<file path="src/rtl/integrator_ctrl_pkg.sv">
// Shared definitions for the integrator saturation supervisor:
// FSM state encoding and a helper that sizes counters for a given limit.
package integrator_ctrl_pkg;

  localparam int STATE_W = 3;

  typedef enum logic [STATE_W-1:0] {
    ST_IDLE    = 3'd0,
    ST_CLEAR   = 3'd1,
    ST_RECOVER = 3'd2,
    ST_RUN     = 3'd3,
    ST_SAT     = 3'd4
  } state_e;

  // Width needed to count from 0 up to limit-1; never narrower than one bit.
  function automatic int cnt_w(input int limit);
    return (limit > 1) ? $clog2(limit) : 1;
  endfunction

endpackage

</file>
<file path="src/rtl/sat_up_counter.sv">
// Saturating up-counter: increments on i_inc, sticks at all-ones,
// cleared by synchronous reset or by i_clr.
module sat_up_counter #(
  parameter int WIDTH = 8
) (
  input  logic             i_clk,
  input  logic             i_rst,
  input  logic             i_clr,
  input  logic             i_inc,
  output logic [WIDTH-1:0] o_cnt
);

  logic [WIDTH-1:0] r_cnt;

  // Count events, holding at the maximum value instead of wrapping.
  always_ff @(posedge i_clk) begin
    if (i_rst) begin
      r_cnt <= '0;
    end else if (i_clr) begin
      r_cnt <= '0;
    end else if (i_inc && (r_cnt != {WIDTH{1'b1}})) begin
      r_cnt <= r_cnt + WIDTH'(1);
    end else begin
      r_cnt <= r_cnt;
    end
  end

  assign o_cnt = r_cnt;

endmodule

</file>
<file path="src/rtl/integrator_sat_supervisor.sv">
// Run-time supervisor for the saturating integrator: clears it at start-up,
// watches the overflow/underflow flags, forces a clear on sustained saturation
// and mutes the downstream data until the integrator has resettled.
module integrator_sat_supervisor
  import integrator_ctrl_pkg::*;
#(
  parameter int LENGTH      = 5,
  parameter int SAT_LIMIT   = 16,
  parameter int CLR_CYCLES  = 4,
  parameter int MUTE_CYCLES = 8,
  parameter int CNT_WIDTH   = 8
) (
  input  logic                 CLK_I,
  input  logic                 RST_I,
  input  logic                 EN_I,
  input  logic [LENGTH-1:0]    DATA_I,
  input  logic                 OFDET_I,
  input  logic                 UFDET_I,
  output logic                 INTEG_CLR_O,
  output logic [LENGTH-1:0]    DATA_O,
  output logic                 VALID_O,
  output logic [STATE_W-1:0]   STATE_O,
  output logic [CNT_WIDTH-1:0] EVENT_CNT_O,
  output logic                 FAULT_O
);

  // One phase counter serves both CLEAR and RECOVER, so size it for the longer.
  localparam int PH_MAX = (CLR_CYCLES > MUTE_CYCLES) ? CLR_CYCLES : MUTE_CYCLES;
  localparam int PH_W   = cnt_w(PH_MAX);
  localparam int SAT_W  = cnt_w(SAT_LIMIT);

  localparam logic [PH_W-1:0]  CLR_LAST  = PH_W'(CLR_CYCLES - 1);
  localparam logic [PH_W-1:0]  MUTE_LAST = PH_W'(MUTE_CYCLES - 1);
  localparam logic [SAT_W-1:0] SAT_LAST  = SAT_W'(SAT_LIMIT - 1);

  state_e              r_state;
  logic [PH_W-1:0]     r_phase;
  logic [SAT_W-1:0]    r_sat_cnt;
  logic                r_integ_clr;
  logic [LENGTH-1:0]   r_data;
  logic                r_valid;
  logic                r_fault;

  state_e              w_state_nxt;
  logic [PH_W-1:0]     w_phase_nxt;
  logic [SAT_W-1:0]    w_sat_cnt_nxt;
  logic                w_event_inc;
  logic                w_sat;
  logic                w_live;

  assign w_sat  = OFDET_I | UFDET_I;
  assign w_live = (r_state == ST_RUN) || (r_state == ST_SAT);

  // Next-state and counter update; disable overrides every transition.
  always_comb begin
    w_state_nxt   = r_state;
    w_phase_nxt   = r_phase;
    w_sat_cnt_nxt = r_sat_cnt;
    w_event_inc   = 1'b0;
    if (!EN_I) begin
      w_state_nxt   = ST_IDLE;
      w_phase_nxt   = '0;
      w_sat_cnt_nxt = '0;
    end else begin
      case (r_state)
        ST_IDLE: begin
          w_state_nxt   = ST_CLEAR;
          w_phase_nxt   = '0;
          w_sat_cnt_nxt = '0;
        end
        ST_CLEAR: begin
          if (r_phase == CLR_LAST) begin
            w_state_nxt = ST_RECOVER;
            w_phase_nxt = '0;
          end else begin
            w_phase_nxt = r_phase + PH_W'(1);
          end
        end
        ST_RECOVER: begin
          if (r_phase == MUTE_LAST) begin
            w_state_nxt = ST_RUN;
            w_phase_nxt = '0;
          end else begin
            w_phase_nxt = r_phase + PH_W'(1);
          end
        end
        ST_RUN: begin
          if (w_sat) begin
            w_state_nxt   = ST_SAT;
            w_sat_cnt_nxt = SAT_W'(1);
          end else begin
            w_sat_cnt_nxt = '0;
          end
        end
        ST_SAT: begin
          if (!w_sat) begin
            w_state_nxt   = ST_RUN;
            w_sat_cnt_nxt = '0;
          end else if (r_sat_cnt == SAT_LAST) begin
            // Sustained saturation: force a fresh clear of the integrator.
            w_state_nxt   = ST_CLEAR;
            w_sat_cnt_nxt = '0;
            w_phase_nxt   = '0;
            w_event_inc   = 1'b1;
          end else begin
            w_sat_cnt_nxt = r_sat_cnt + SAT_W'(1);
          end
        end
        default: begin
          w_state_nxt   = ST_IDLE;
          w_phase_nxt   = '0;
          w_sat_cnt_nxt = '0;
        end
      endcase
    end
  end

  // State, counters and registered outputs.
  always_ff @(posedge CLK_I) begin
    if (RST_I) begin
      r_state     <= ST_IDLE;
      r_phase     <= '0;
      r_sat_cnt   <= '0;
      r_integ_clr <= 1'b0;
      r_data      <= '0;
      r_valid     <= 1'b0;
      r_fault     <= 1'b0;
    end else begin
      r_state     <= w_state_nxt;
      r_phase     <= w_phase_nxt;
      r_sat_cnt   <= w_sat_cnt_nxt;
      // Clear request mirrors the CLEAR state one-for-one.
      r_integ_clr <= (w_state_nxt == ST_CLEAR);
      if (w_live) begin
        r_data  <= DATA_I;
        r_valid <= 1'b1;
      end else begin
        r_data  <= '0;
        r_valid <= 1'b0;
      end
      if (OFDET_I && UFDET_I) begin
        r_fault <= 1'b1;
      end else begin
        r_fault <= r_fault;
      end
    end
  end

  sat_up_counter #(
    .WIDTH (CNT_WIDTH)
  ) u_event_cnt (
    .i_clk (CLK_I),
    .i_rst (RST_I),
    .i_clr (1'b0),
    .i_inc (w_event_inc),
    .o_cnt (EVENT_CNT_O)
  );

  assign INTEG_CLR_O = r_integ_clr;
  assign DATA_O      = r_data;
  assign VALID_O     = r_valid;
  assign STATE_O     = r_state;
  assign FAULT_O     = r_fault;

endmodule

</file>
<file path="config.mk">
export PLATFORM = sky130hd
export DESIGN_NAME = integrator_sat_supervisor
export DESIGN_NICKNAME = d
export VERILOG_FILES = /design/src/rtl/integrator_ctrl_pkg.sv /design/src/rtl/sat_up_counter.sv /design/src/rtl/integrator_sat_supervisor.sv
export SDC_FILE = /design/constraint.sdc
export NUM_CORES = 1
export LEC_CHECK = 0
export CAP_MARGIN = 20
export CORE_ASPECT_RATIO = 1.2
export CORE_UTILIZATION = 30
export DETAILED_ROUTE_END_ITERATION = 8
export DONT_BUFFER_PORTS = 1
export PLACE_DENSITY_LB_ADDON = 0.2
export SKIP_LAST_GASP = 1
export SLEW_MARGIN = 20
export SYNTH_ARGS = -nofsm -noshare
export SYNTH_HDL_FRONTEND = slang
export SYNTH_SLANG_ARGS = --single-unit
</file>
<file path="constraint.sdc">
create_clock -name CLK_I -period 2.4 [get_ports CLK_I]
set_input_delay 0.48 -clock CLK_I [delete_from_list [all_inputs] [get_ports CLK_I]]
set_output_delay 0.48 -clock CLK_I [all_outputs]
set_load 0.005 [all_outputs]
</file>
# ---- Word-level counts from Yosys, hierarchy flattened
# Cells that the tools add are included.
dict set report op_classes {
  add_sub_neg 3
  n_eq_ne 11
  n_mux 21
  bitwise 4
  n_reduce_logical 8
}
# operator n
set op_table {}
lappend op_table {{2-to-1 mux 3 bit} 10}
lappend op_table {{one-hot mux 3 bit (5 select lines)} 1}
lappend op_table {{one-hot mux 3 bit (4 select lines)} 1}
lappend op_table {{one-hot mux 4 bit (3 select lines)} 1}
lappend op_table {{equality test 3 x 2 -> 1 bit, second input constant} 3}
lappend op_table {{adder 8 x 1 -> 8 bit, second input constant} 1}
lappend op_table {{2-to-1 mux 4 bit} 2}
lappend op_table {{inequality test 8 bit, second input constant} 1}
lappend op_table {{equality test 3 x 1 -> 1 bit, second input constant} 2}
lappend op_table {{equality test 3 bit, second input constant} 2}
lappend op_table {{2-to-1 mux 1 bit} 6}
lappend op_table {{OR reduction 2 bit} 3}
lappend op_table {{adder 4 x 1 -> 4 bit, second input constant} 1}
lappend op_table {{equality test 4 bit, second input constant} 1}
lappend op_table {{adder 3 x 1 -> 3 bit, second input constant} 1}
lappend op_table {{logical NOT 3 bit} 1}
lappend op_table {{NOT 1 bit} 3}
lappend op_table {{AND reduction 3 bit} 1}
lappend op_table {{logical AND 1 bit} 2}
lappend op_table {{inequality test 2 x 1 -> 1 bit, second input constant} 1}
lappend op_table {{inequality test 2 bit, second input constant} 1}
lappend op_table {{logical OR 1 bit} 1}
lappend op_table {{bitwise OR 1 bit} 1}
dict set report word_totals {
  register_bits 26
  wordCells 55
}

# ---- Logic depth before layout (Yosys ltp)
dict set report depth {
  depth_word 6
  ltp_mapped 6
}

# ---- Hierarchy
# A second synthesis with hierarchy kept.
dict set report hier_totals {
  hier_cells 144
  hier_area_um2 1317.5
}
# module n_inst cells_each area_per_inst_um2 seq_area_each_um2
set by_module_without_submodules {}
lappend by_module_without_submodules {integrator_sat_supervisor 1 97 882.1 360.3}
lappend by_module_without_submodules {sat_up_counter 1 47 435.4 160.2}

# ---- Worst setup path before layout
# Ideal clock, no wire load.
dict set report synth_path {
  path_kind {reg-to-reg}
  start {register r_state[2], in the netlist STATE_O[2]}
  end {register u_event_cnt.r_cnt[5], in the netlist u_event_cnt.o_cnt[5]}
  setup_ps 121
  t_arrival_ps 1888
  required_ps 2279
  path_slack_ps 391
  path_stages_with_launch 6
  path_buffers 1
  synth_period_minus_slack_ps 2009
  path_cell_list {dfxtp_1 buf_4 or3b_4 or4_4 nor4_1 mux2_2}
}
dict set report synth_between {
  elab_chain_len 4
}
# item line
set synth_rtl {}
lappend synth_rtl {{start, declared} integrator_sat_supervisor.sv:36} ;# state_e r_state;
lappend synth_rtl {{start signal, assigned} integrator_sat_supervisor.sv:129} ;# r_state <= w_state_nxt;
lappend synth_rtl {{equality test 3 bit} integrator_sat_supervisor.sv:65} ;# case (r_state)
lappend synth_rtl {{2-to-1 mux 1 bit} integrator_sat_supervisor.sv:65}
lappend synth_rtl {{2-to-1 mux 1 bit} integrator_sat_supervisor.sv:60} ;# if (!EN_I) begin
lappend synth_rtl {{logical AND 1 bit} sat_up_counter.sv:21} ;# end else if (i_inc && (r_cnt != {WIDTH{1'b1}})) begin
lappend synth_rtl {{end signal, assigned} sat_up_counter.sv:22} ;# r_cnt <= r_cnt + WIDTH'(1);
lappend synth_rtl {{end signal, assigned} sat_up_counter.sv:24} ;# r_cnt <= r_cnt;
lappend synth_rtl {{end, declared} sat_up_counter.sv:13} ;# logic [WIDTH-1:0] r_cnt;
# No other way between the ends.
# A chain may end at the register's enable or synchronous reset.

# ---- Worst setup path after layout
dict set report layout_path {
  start {register r_sat_cnt[0]}
  end {register u_event_cnt.r_cnt[5], in the netlist u_event_cnt.o_cnt[5]}
}
dict set report layout_between {
  elab_chain_len 6
}
# item line
set layout_rtl {}
lappend layout_rtl {{start, declared} integrator_sat_supervisor.sv:38} ;# logic [SAT_W-1:0] r_sat_cnt;
lappend layout_rtl {{start signal, assigned} integrator_sat_supervisor.sv:131} ;# r_sat_cnt <= w_sat_cnt_nxt;
lappend layout_rtl {{equality test 4 bit} integrator_sat_supervisor.sv:99} ;# end else if (r_sat_cnt == SAT_LAST) begin
lappend layout_rtl {{2-to-1 mux 1 bit} integrator_sat_supervisor.sv:99}
lappend layout_rtl {{2-to-1 mux 1 bit} integrator_sat_supervisor.sv:96} ;# if (!w_sat) begin
lappend layout_rtl {{2-to-1 mux 1 bit} integrator_sat_supervisor.sv:65}
lappend layout_rtl {{2-to-1 mux 1 bit} integrator_sat_supervisor.sv:60}
lappend layout_rtl {{logical AND 1 bit} sat_up_counter.sv:21}
# No other way between the ends.

==> results.md <==
* Synthesized cell area at 1250 sq um
* Total CTS buffers at 3
* Crit-path max cell delay at 0.66 ns
* Vias in the first global route at 898
* All-layer global routing usage at 0.116
* Sinks on Clock Net at 26
* Post-DR wirelength/cell at 12.9 um
* Primary FF master, synth: dfxtp_1
* Final instance area at 1370 sq um
* Drt via density at 5.31
* Hold buffer count at cts at 0
* Worst Tran Pin Value at 0.610 ns
* Switching power share of the total at 0.206
* Final worst path period share at 0.925
* Static Leakage at 0.486 nW
* Slew Limit Fails at 0
* Core area at 3970 sq um
* Largest net degree at the start of global routing at 17
* Final setup TNS at 0 ns
* Tmin final at 2.22 ns
* Fin nets at 161
* Psw at 0.153 mW
* Global placement routability congestion at 0.788
* Critical path data required time at 2.56 ns
* Gate Count Post-Synth at 144
* Final setup viols at 0
* Io pins at 29
* DP Worst Slack at 0.211 ns
* Slew HR at 0.592
* Area Growth Syn to Fin at 9.37%
* Area after DPL at 1320 sq um
* Clk_lat worst skew at 0.27 ns
* RSZ-0062 raised after global routing: false
* Combinational power share at 0.029
* WS Path Type: reg -> reg
* Die area at 4450 sq um
* Outcome: complete, no violations
* Max Cap Violations at 0
* Endpoints failing hold at 0
* Power Density at 540 nW/um^2
* CP Capture Type: flip-flop
* Seq/Total Area, Yosys at 0.415
* First DRT Iteration DRCs at 58
* IO buf count at 0
* VDD IR max at 0.000157 V
* Via count at 1051
* Critical Path AT at 2.38 ns
* WHS at 0.260 ns
* CTS Buffer Depth at 2
* Critical path's slowest cell: or4_4
* Fmax achieved at 451 MHz
* Post-route ant nets at 0
* Sequential Power Share at 0.589
* Post-CTS Repair Setup Buffers at 0
* Post-synthesis cell type count at 38
* Core Util, Final at 0.346
* Die height at 72.9 um
* Number of synthesized flops with an enable pin at 0
* Number of antenna diodes at 0
* CTS tree: yes
* Syn_nets at 160
* CP top delay family: simple AND/OR/NAND/NOR gates
* Fin cells at 198
* Syn avg cell area at 8.71 sq um
* FFs w/ async S/R, synth at 0
* Ys Warns at 0
* Ratio of cells with drive above 1 in the final layout at 0.0764
* Die X-Extent at 61.0 um
* Wirelength, routed at 2550 um
* Clock slew at reported path FFs at 0.09 ns
* Max FO, Critical Path at 15
* Initial core utilization at 0.316
* Clk root buf: clkbuf_8
* Post-Route Skew at 0.00975 ns
* Min-delay worst type: in -> reg
* Final setup margin at 0.181 ns
* GR Overflow Total at 0
* Initial antenna violation count at 0
* Clock share of power at 0.382
* Power, Total at 0.741 mW
* Worst R2R Setup Slack at 0.18 ns
* Crit start category: flip-flop
* Cells after DPL at 194
* Post-cts gate resize count at 0
* DRT Pass-1 Iters at 6
* Row count at 25
* Number of synthesized register bits at 26
* Power Internal at 0.589 mW
* First-pass GRT wire length at 3880 um
* Sum of buffers and inverters on the critical path at 0
* CTS H-tree depth at 1
* CP Cell Sequence: ha_1 > nand3_1 > or4_4 > nor4_1 > mux2_2
* DRC at 0
* Post-DP HPWL at 1860 um
[flip-flops by register name, indices dropped and copies added (netlist names)]
register / cells
r_sat_cnt: 4
DATA_O: 5
FAULT_O: 1
u_event_cnt.o_cnt: 8
INTEG_CLR_O: 1
STATE_O: 3
r_phase: 3
VALID_O: 1
[power groups by stage]
stage	Sequential (mW)	Clock, mW	Combinational, mW
5_1_grt	0.438	0.312	0.0232
6_report	0.437	0.283	0.0212
4_1_cts	0.437	0.295	0.0215
3_5_place_dp	0.447	0	0.0214
3_3_place_gp	0.447	0	0.0218
2_1_floorplan	0.447	0	0.0172
[cell type report]
type | count | area [sq um]
clock buffers | 4 | 55.1
fillers | 431 | 2600
inverters | 8 | 30.0
multi-input cells | 102 | 669
flip-flops and latches | 26 | 520
well taps | 54 | 67.6
repair buffers | 4 | 30.0
[path summary, 6_finish.rpt]
check                                   from                   end  cells after the start
worst max register to register  r_sat_cnt[0]  u_event_cnt.o_cnt[5]                      5
worst min-delay path                   RST_I  u_event_cnt.o_cnt[0]                      1
worst max-delay path            r_sat_cnt[0]  u_event_cnt.o_cnt[5]                      5
worst min register to register    r_phase[1]            r_phase[1]                      1
[cells in the mapped netlist (all sizes together) (2+ instances only)]
master | instances | area (sq um)
a211oi | 2 | 15.0
a21o | 2 | 15.0
a21oi | 14 | 70.1
a22oi | 2 | 15.0
and2 | 6 | 37.5
buf | 3 | 16.3
clkbuf | 5 | 18.8
dfxtp | 26 | 521
ha | 6 | 75.1
inv | 8 | 30.0
nand2 | 6 | 22.5
nand3 | 7 | 35.0
nor2 | 9 | 33.8
nor2b | 4 | 25.0
nor3 | 5 | 25.0
nor3b | 4 | 30.0
nor4 | 3 | 18.8
o21ai | 5 | 25.0
o31ai | 3 | 22.5
o41ai | 3 | 26.3
or3 | 2 | 12.5
or4 | 6 | 48.8
[layer usage]
metal  GRT usage  share of wire  vias up
met3      0.0443          0.082        2
li1            -              -      531
met2       0.181           0.47       25
met4      0.0530         0.0051        0
met1       0.138           0.45      493
met5           0              0        -
[placed cells by master (no fill, tap or decap), types with 2 or more instances in the layout]
cell type  instances
or3_1              2
dfxtp_1           26
inv_1              8
clkbuf_8           4
nor2_1             9
o31ai_1            3
nand2_1            6
nor3b_1            4
o21ai_0            5
or4_1              5
nor2b_1            4
a21o_1             2
o41ai_1            3
a21oi_1           14
and2_1             6
nor4_1             3
a211oi_1           2
nand3_1            7
ha_1               6
nor3_1             5
buf_4              4
a22oi_1            2
[cells by family (layout without fill, tap and decap cells)]
group,after synthesis,count (layout),share of synthesized area
AOI/OAI and AO/OA,38,38,0.201
xor gates and xnor gates,1,1,0.00698
adders and majority gates,6,6,0.0598
buffers and inverters,16,16,0.0518
DFF,26,26,0.415
muxes,1,1,0.00897
and+or+nand+nor,56,56,0.256
Power figures use the tool's default switching activity.
